**config.mk**
```make
export PLATFORM = sky130hd
export DESIGN_NAME = i2s_adc_rx
export DESIGN_NICKNAME = d
export VERILOG_FILES = /design/src/rtl/i2s_adc_rx.sv
export SDC_FILE = /design/constraint.sdc
export NUM_CORES = 1
export LEC_CHECK = 0
export CAP_MARGIN = 40
export CORE_MARGIN = 4
export CORE_UTILIZATION = 30
export DETAILED_ROUTE_END_ITERATION = 7
export PLACE_DENSITY = 0.6
export REMOVE_ABC_BUFFERS = 1
export SYNTH_ARGS = -nofsm -noshare
export SYNTH_HDL_FRONTEND = slang
export SYNTH_SLANG_ARGS = --single-unit
export TNS_END_PERCENT = 10
```
**constraint.sdc**
```tcl
create_clock -name clk -period 1.7 [get_ports clk]
set_input_delay 0.51 -clock clk [delete_from_list [all_inputs] [get_ports clk]]
set_output_delay 0.51 -clock clk [all_outputs]
set_load 0.01 [all_outputs]
```
**src/rtl/i2s_adc_rx.sv**
```systemverilog
`default_nettype none
// ============================================================================
// Module      : i2s_adc_rx
// Description : I2S slave receiver. Oversamples BCLK/LRCK/SDIN in the clk
//               domain and presents left/right sample pairs on valid/ready.
// Revision    : 1.0 - initial release
// ============================================================================
module i2s_adc_rx #(
    parameter int DATA_W = 24,
    parameter int CNT_W  = 6
) (
    input  logic              clk,
    input  logic              rst,
    input  logic              i2s_bclk,
    input  logic              i2s_lrck,
    input  logic              i2s_sdin,
    output logic [DATA_W-1:0] left_data,
    output logic [DATA_W-1:0] right_data,
    output logic              sample_valid,
    input  logic              sample_ready,
    output logic              overrun,
    output logic              aligned
);

    localparam int               IDX_W     = (DATA_W > 1) ? $clog2(DATA_W) : 1;
    localparam logic [CNT_W-1:0] C_CNT_MAX = {CNT_W{1'b1}};

    typedef enum logic [1:0] {
        ST_ALIGN = 2'd0,
        ST_LEFT  = 2'd1,
        ST_RIGHT = 2'd2
    } state_t;

    logic [1:0]        r_bclk_sync;
    logic [1:0]        r_lrck_sync;
    logic [1:0]        r_sdin_sync;
    logic              r_bclk_hist;
    logic              r_lrck_prev;
    logic [CNT_W-1:0]  r_cnt;
    logic [DATA_W-1:0] r_word;
    logic [DATA_W-1:0] r_left_hold;
    logic [DATA_W-1:0] r_right_hold;
    logic              r_pair_stb;
    state_t            r_state;

    logic              w_rise;
    logic              w_lrck;
    logic              w_sdin;
    logic              w_change;
    logic              w_bit_fits;
    logic [31:0]       w_cnt32;
    logic [IDX_W-1:0]  w_idx;
    logic [DATA_W-1:0] w_final;

    assign w_rise     = r_bclk_sync[1] & ~r_bclk_hist;
    assign w_lrck     = r_lrck_sync[1];
    assign w_sdin     = r_sdin_sync[1];
    assign w_change   = w_rise & (w_lrck != r_lrck_prev);
    assign w_cnt32    = {{(32-CNT_W){1'b0}}, r_cnt};
    assign w_bit_fits = (w_cnt32 < 32'(DATA_W));
    assign w_idx      = IDX_W'(32'(DATA_W - 1) - w_cnt32);

    // Current word with this event's bit merged in; on a channel change this
    // is the finished outgoing word (its LSB slot arrives with the change).
    always_comb begin
        w_final = r_word;
        if (w_bit_fits) begin
            w_final[w_idx] = w_sdin;
        end
    end

    always_ff @(posedge clk) begin
        if (rst) begin
            r_bclk_sync <= 2'b00;
            r_lrck_sync <= 2'b00;
            r_sdin_sync <= 2'b00;
            r_bclk_hist <= 1'b0;
        end else begin
            r_bclk_sync <= {r_bclk_sync[0], i2s_bclk};
            r_lrck_sync <= {r_lrck_sync[0], i2s_lrck};
            r_sdin_sync <= {r_sdin_sync[0], i2s_sdin};
            r_bclk_hist <= r_bclk_sync[1];
        end
    end

    always_ff @(posedge clk) begin
        if (rst) begin
            r_lrck_prev <= 1'b0;
            r_cnt       <= '0;
            r_word      <= '0;
        end else if (w_rise) begin
            r_lrck_prev <= w_lrck;
            if (w_change) begin
                r_word <= '0;
                r_cnt  <= '0;
            end else begin
                r_word <= w_final;
                if (r_cnt != C_CNT_MAX) begin
                    r_cnt <= r_cnt + CNT_W'(1);
                end
            end
        end
    end

    always_ff @(posedge clk) begin
        if (rst) begin
            r_state      <= ST_ALIGN;
            r_left_hold  <= '0;
            r_right_hold <= '0;
            r_pair_stb   <= 1'b0;
            left_data    <= '0;
            right_data   <= '0;
            sample_valid <= 1'b0;
            overrun      <= 1'b0;
            aligned      <= 1'b0;
        end else begin
            r_pair_stb <= 1'b0;
            if (w_change) begin
                case (r_state)
                    ST_ALIGN: begin
                        if (!w_lrck) begin
                            r_state <= ST_LEFT;
                            aligned <= 1'b1;
                        end
                    end
                    ST_LEFT: begin
                        r_left_hold <= w_final;
                        r_state     <= ST_RIGHT;
                    end
                    ST_RIGHT: begin
                        r_right_hold <= w_final;
                        r_pair_stb   <= 1'b1;
                        r_state      <= ST_LEFT;
                    end
                    default: r_state <= ST_ALIGN;
                endcase
            end

            // A pair arriving while the consumer accepts the held one replaces
            // it without a bubble; otherwise a held pair wins and the new one drops.
            if (r_pair_stb) begin
                if (!sample_valid || sample_ready) begin
                    left_data    <= r_left_hold;
                    right_data   <= r_right_hold;
                    sample_valid <= 1'b1;
                end else begin
                    overrun <= 1'b1;
                end
            end else if (sample_valid && sample_ready) begin
                sample_valid <= 1'b0;
            end
        end
    end

endmodule
`default_nettype wire

```
==> run_results.csv, run 1 <==
group,metric,value,unit
outcome,status,"completed",
synth,syn_inst,673,
power,leakagePower,2.72,nW
synth,ys.flop_type,"dfxtp_1",
sta,period_needed,1610,ps
finish,final_common_cell,"dfxtp_1",
placed_design,place_area,6880,µm²
placed_design,place_hpwl,8810,µm
job,drv_cap,0,
routing,drtIter0Drc,229,
power,power_density,1010,nW/µm²
finish,utilization,0.399,
hold_path,min_path_type,"reg2reg",
synth,async_reset_ff_frac,0,
clocking,cts_buffers,17,
clocking,post_cts_buffers,0,
setup_path,arrival,1870,ps
setup_path,worst_ep_required_time,1960,ps
setup_path,reg2reg_depth,6,
die,pin_count,57,
die,dieArea,21600,µm²
routing,vias,4726,
die,core-area,18800,µm²
routing,drt_pre_antenna_iters,4,
setup_path,r2r_end,"r_left_hold[7]$_SDFFE_PP0P_",
global_routing,grt_most_used_layer,"met2",
setup_path,critPathLaunch,"r_cnt[3]$_SDFFE_PP0P_",
routing,drc,0,
global_routing,grt_pass1_wl,22400,µm
global_routing,antenna_found_initial,0,
sta,relSlewSlack,0.515,
global_routing,gr-total-overflow,0,
synth,netlist_area,5800,µm²
clocking,cts_buffer_depth,2,
setup_path,cp_max_fo,7,
hold_path,min_path_cells,1,
routing,routedWlPerCell,12.9,µm
global_routing,globalRouteMet1Util,0.168,
sta,hold_ws,431,ps
clocking,path_clk_slew,60,ps
power,p_int,6.09,mW
clocking,cts_root_buffer,"clkbuf_16",
global_routing,grt_max_degree,64,
routing,antenna_left,0,
power,p_switching,1.51,mW
global_routing,use_met2,0.191,
sta,finalHoldViolations,0,
synth,synth_seq_cells,140,
sta,finalClockSkew,9.71,ps
synth,ys_types,48,
finish,seq_area,2810,µm²
synth,syn_area_per_cell,8.62,µm²
finish,area_growth_syn_to_layout,29.6,%
sta,tightest_slew,728,ps
placed_design,portBuffers,56,
die,die_w,147,µm
clocking,cts_hold_buffers,0,
power,finalPower,7.61,mW
finish,multi_input_area,2650,µm²
setup_path,cp-endpoint,"r_left_hold[7]$_SDFFE_PP0P_",
finish,n_fill_cell,1904,
synth,synth-edff-count,0,
global_routing,first_global_vias,4529,
routing,post_drt_via_cell_ratio,4.64,
sta,slew_violations,0,
global_routing,met3_usage,0.0426,
clocking,clkSinkCount,140,
setup_path,r2r_slack,90,ps
power,peakVddDrop,0.628,mV
finish,final_area,7520,µm²
synth,seq_area_frac_synth,0.483,
die,die_h,147,µm
placed_design,place.gp.congestion,0.818,
global_routing,grt.total_usage,0.125,
power,sw_frac_of_total,0.199,
setup_path,worstSetupEndpointType,"register",
finish,drive_gt1_frac,0.175,
clocking,cts_repair_resize_count,55,
sta,max_freq,622,MHz
power,clkPwrFrac,0.540,
clocking,cts_tree,"yes",
routing,routed_wl,13200,µm
setup_path,critPathLaunchType,"register",
sta,setup_violations,0,
clocking,cts_max_level,4,
clocking,clock_latency,410,ps
power,p_comb_frac,0.026,
synth,ys_warn_count,0,
setup_path,r2r_start,"r_cnt[3]$_SDFFE_PP0P_",
sta,final.period_utilization,0.945,
finish,final_nets,761,
power,seq_power_share,0.434,
setup_path,setup.worst_path.class,"reg2reg",
die,start_util,0.308,
finish,mostFrequentLayoutCells,"dfxtp_1, nand2_1, a21oi_1",
die,rows,50,
finish,antenna_cells,0,
area by class of cell:
class	count	share of cell area
multi-input cells	456	0.352
inverters	20	0.00999
clock buffers	18	0.0571
well taps	260	0.0433
clock inverters	11	0.0293
repair buffers	113	0.134
flip-flops and latches	140	0.374
layer usage:
layer | wire length [µm] | vias up
met1 | 6500 | 2175
met4 | 150 | 0
met5 | 0 | -
met2 | 5870 | 69
met3 | 637 | 12
li1 | - | 2470
cells in the mapped netlist, drive strengths merged, types with 4 or more instances:
| cell | n | area (µm²) |
|---|---|---|
| ha | 7 | 87.6 |
| clkbuf | 26 | 100 |
| nand2b | 4 | 25.0 |
| inv | 20 | 75.1 |
| a21oi | 90 | 450 |
| o21ai | 13 | 65.1 |
| nor2 | 73 | 282 |
| buf | 31 | 223 |
| mux2i | 4 | 40.0 |
| a21boi | 5 | 37.5 |
| nand3 | 9 | 50.1 |
| nor4b | 4 | 68.8 |
| a211oi | 54 | 485 |
| o22ai | 18 | 113 |
| nand2 | 125 | 469 |
| dfxtp | 140 | 2800 |
| a31oi | 6 | 37.5 |
| nor2b | 12 | 75.1 |
| and3 | 4 | 25.0 |
state kept, by name, summed over array words and instances (netlist names), 2 cells and up:
register      count
r_right_hold     24
r_left_hold      24
left_data        24
r_sdin_sync       2
r_cnt             6
r_bclk_sync       2
right_data       24
r_lrck_sync       2
r_state           2
r_word           24
cells by family after synthesis:
family          share of synthesized area
simple gates                        0.200
compound gates                      0.217
flops                               0.483
buf+inv                            0.0686
fa+ha+maj                          0.0151
mux                               0.00690
xor+xnor                          0.00949
power by group through the flow:
stage          logic, mW  registers [mW]  clock network, mW
6_report           0.198            3.30               4.11
5_1_grt            0.219            3.30               4.35
4_1_cts            0.197            3.30               4.21
3_5_place_dp       0.197            3.37                  0
3_3_place_gp       0.195            3.37                  0
2_1_floorplan     0.0720            3.37                  0
through the flow:
step           worst slack (ps)  cells  setup TNS (ps)
3_3_place_gp               -164    989           -8560
4_1_cts                    7.87   1018               0
6_report                   92.7   1018               0
2_1_floorplan              -784    616          -75060
3_5_place_dp               -185    989           -9970
5_1_grt                   -6.99   1018           -17.4
worst max-delay path, cell delays in order (launching register included):
cell and delay, ps:
dfxtp_2 360, buf_4 170, nor4b_2 270, buf_4 190, a21boi_0 80, a31oi_1 270, a211oi_1 120
worst min path at each step:
stage	from	endpoint	slack, ps
after floorplan	r_bclk_sync[0]$_SDFF_PP0_	r_bclk_sync[1]$_SDFF_PP0_	410
after global placement	r_lrck_sync[0]$_SDFF_PP0_	r_lrck_sync[1]$_SDFF_PP0_	420
after detailed placement	r_bclk_sync[0]$_SDFF_PP0_	r_bclk_sync[1]$_SDFF_PP0_	420
after CTS	r_bclk_sync[0]$_SDFF_PP0_	r_bclk_sync[1]$_SDFF_PP0_	440
after global routing	r_bclk_sync[0]$_SDFF_PP0_	r_bclk_sync[1]$_SDFF_PP0_	460
final	r_bclk_sync[0]$_SDFF_PP0_	r_bclk_sync[1]$_SDFF_PP0_	430
Note: power is estimated with default switching activity, not from simulation.
==> run 2, diff against run 1 <==
Settings changed: DONT_BUFFER_PORTS from default to 1, PLACE_DENSITY 0.6 to 0.56.
==> run 2 against run 1 <==
Compared with the run above: clock power fell by 12%; setup slack got worse by 2.9 ps; cell count fell by 4.5%; critical path type unchanged; critical path depth fell by 1; sequential share of layout area rose by 2.5 points; combinational power fell by 30%; hold slack got worse by 260 ps; first-iteration DRC count rose by 87%; power fell by 7.5%; sequential power barely moved.
==> run_results.csv, run 2 (synthesis gave the netlist of run 1 again) <==
group,metric,value,unit
sta,final.period_utilization,0.947,
die,rows,50,
routing,routed_wl,13700,µm
finish,final_area,7050,µm²
placed_design,place.gp.congestion,0.810,
finish,drive_gt1_frac,0.197,
power,peakVddDrop,0.684,mV
clocking,cts_buffers,17,
setup_path,crit_slowest_cell,"dfxtp_2",
sta,tightest_slew,406,ps
finish,final_common_cell,"dfxtp_1",
clocking,path_clk_slew,60,ps
die,start_util,0.308,
power,power_density,998,nW/µm²
placed_design,place_hpwl,8630,µm
die,die_h,147,µm
placed_design,place_area,6370,µm²
sta,setup_violations,0,
hold_path,min_path_type,"in2reg",
power,leakagePower,2.27,nW
finish,n_fill_cell,1955,
setup_path,critPathLaunchType,"register",
global_routing,gr-total-overflow,0,
sta,slew_violations,0,
setup_path,worst_ep_required_time,2000,ps
clocking,cts_root_buffer,"clkbuf_16",
sta,rsz0062_at_grt,"true",
global_routing,grt_max_degree,119,
setup_path,cp_max_fo,10,
routing,routedWlPerCell,14.1,µm
die,core-area,18800,µm²
global_routing,grt_pass1_wl,22100,µm
setup_path,slowest_delay,430,ps
clocking,cts_max_level,4,
finish,final_nets,712,
finish,area_growth_syn_to_layout,21.6,%
global_routing,first_global_vias,4206,
setup_path,crit_chain,"buf_4, and4bb_1, a21boi_0, a31oi_1, a211oi_1",
die,pin_count,57,
outcome,status,"completed",
routing,drtIter0Drc,429,
finish,mostFrequentLayoutCells,"dfxtp_1, nand2_1, a21oi_1",
setup_path,setup.worst_path.class,"reg2reg",
global_routing,grt.total_usage,0.126,
clocking,cts_buffer_depth,2,
sta,finalHoldViolations,0,
sta,finalClockSkew,6.99,ps
sta,relSlewSlack,0.729,
clocking,clock_latency,420,ps
routing,antenna_left,0,
sta,max_freq,621,MHz
clocking,cts_tree,"yes",
setup_path,cpLargestDelayFamily,"compound AO/OA/AOI/OAI gates",
clocking,clkSinkCount,140,
finish,antenna_cells,0,
routing,post_drt_via_cell_ratio,4.69,
sta,period_needed,1610,ps
routing,drt_pre_antenna_iters,4,
global_routing,antenna_found_initial,0,
job,drv_cap,0,
placed_design,portBuffers,0,
die,die_w,147,µm
routing,vias,4561,
setup_path,worst-path-buf-inv,1,
routing,drc,0,
die,dieArea,21600,µm²
setup_path,arrival,1910,ps
setup_path,worstSetupEndpointType,"register",
power,finalPower,7.03,mW
==> run 2: cell count changes in the layout (fill, tap and decap cells not counted), moves of 2 or more <==
cell	previous run	this run
clkdlybuf4s50_1	4	0
a21oi_1	89	87
buf_4	51	55
clkinv_2	0	3
bufinv_16	6	2
nand3_1	8	6
dlygate4sd2_1	51	0
a21oi_2	1	3
clkbuf_1	1	4
dfxtp_2	6	4
dfxtp_4	0	2
==> run 2: metal layers <==
| layer | share of wire | vias up | routed length [µm] | GRT usage |
|---|---|---|---|---|
| met5 | 0 | - | 0 | 0 |
| met4 | 0.0083 | 0 | 114 | 0.0391 |
| met3 | 0.060 | 10 | 824 | 0.0494 |
| met2 | 0.44 | 81 | 5960 | 0.185 |
| met1 | 0.50 | 2090 | 6770 | 0.170 |
| li1 | - | 2380 | - | - |
==> run 2: final cells by class <==
cell class / instances / area, µm² / share of cell area
repair buffers: 64 / 584 / 0.0829
multi-input cells: 456 / 2680 / 0.380
well taps: 260 / 325 / 0.0461
clock inverters: 10 / 115 / 0.0163
clock buffers: 22 / 454 / 0.0644
flip-flops and latches: 140 / 2820 / 0.399
inverters: 20 / 75.1 / 0.0106
==> run 2: worst paths after layout <==
| kind | from | to | slack, ps | depth (start not counted) |
|---|---|---|---|---|
| setup / recovery | r_cnt[2]$_SDFFE_PP0P_ | r_left_hold[10]$_SDFFE_PP0P_ | 90 | 5 |
| hold / removal | rst | r_sdin_sync[0]$_SDFF_PP0_ | 170 | 1 |
| setup reg to reg | r_cnt[2]$_SDFFE_PP0P_ | r_left_hold[10]$_SDFFE_PP0P_ | 90 | 5 |
| hold reg to reg | r_lrck_sync[0]$_SDFF_PP0_ | r_lrck_sync[1]$_SDFF_PP0_ | 430 | 1 |
==> run 2: per-stage QoR <==
step	util	hold slack [ps]	cells	setup WS (ps)	TNS, ps
finish	0.374	172	972	89.8	0
global route	0.374	147	972	-28.2	-134
CTS	0.369	154	970	-59.1	-414
detailed placement	0.338	424	938	-56.8	-359
global placement	0.338	416	938	-33.8	-106
floorplan	-	414	616	-784	-75060
==> run 2: power by group <==
group          switching, mW  internal (mW)  total, mW
sequential           0.00939           3.29       3.30
combinational         0.0751         0.0628      0.138
clock                   1.40           2.19       3.60
==> run 2: what timing repair did <==
item / 4_1_cts / 5_1_grt
pin swaps: 0 / 1
setup endpoints to repair: 14 / 59
gates resized for setup: 1 / 26
setup buffers: 0 / 1
gates cloned: 0 / 1
hold buffers: 0 / 0
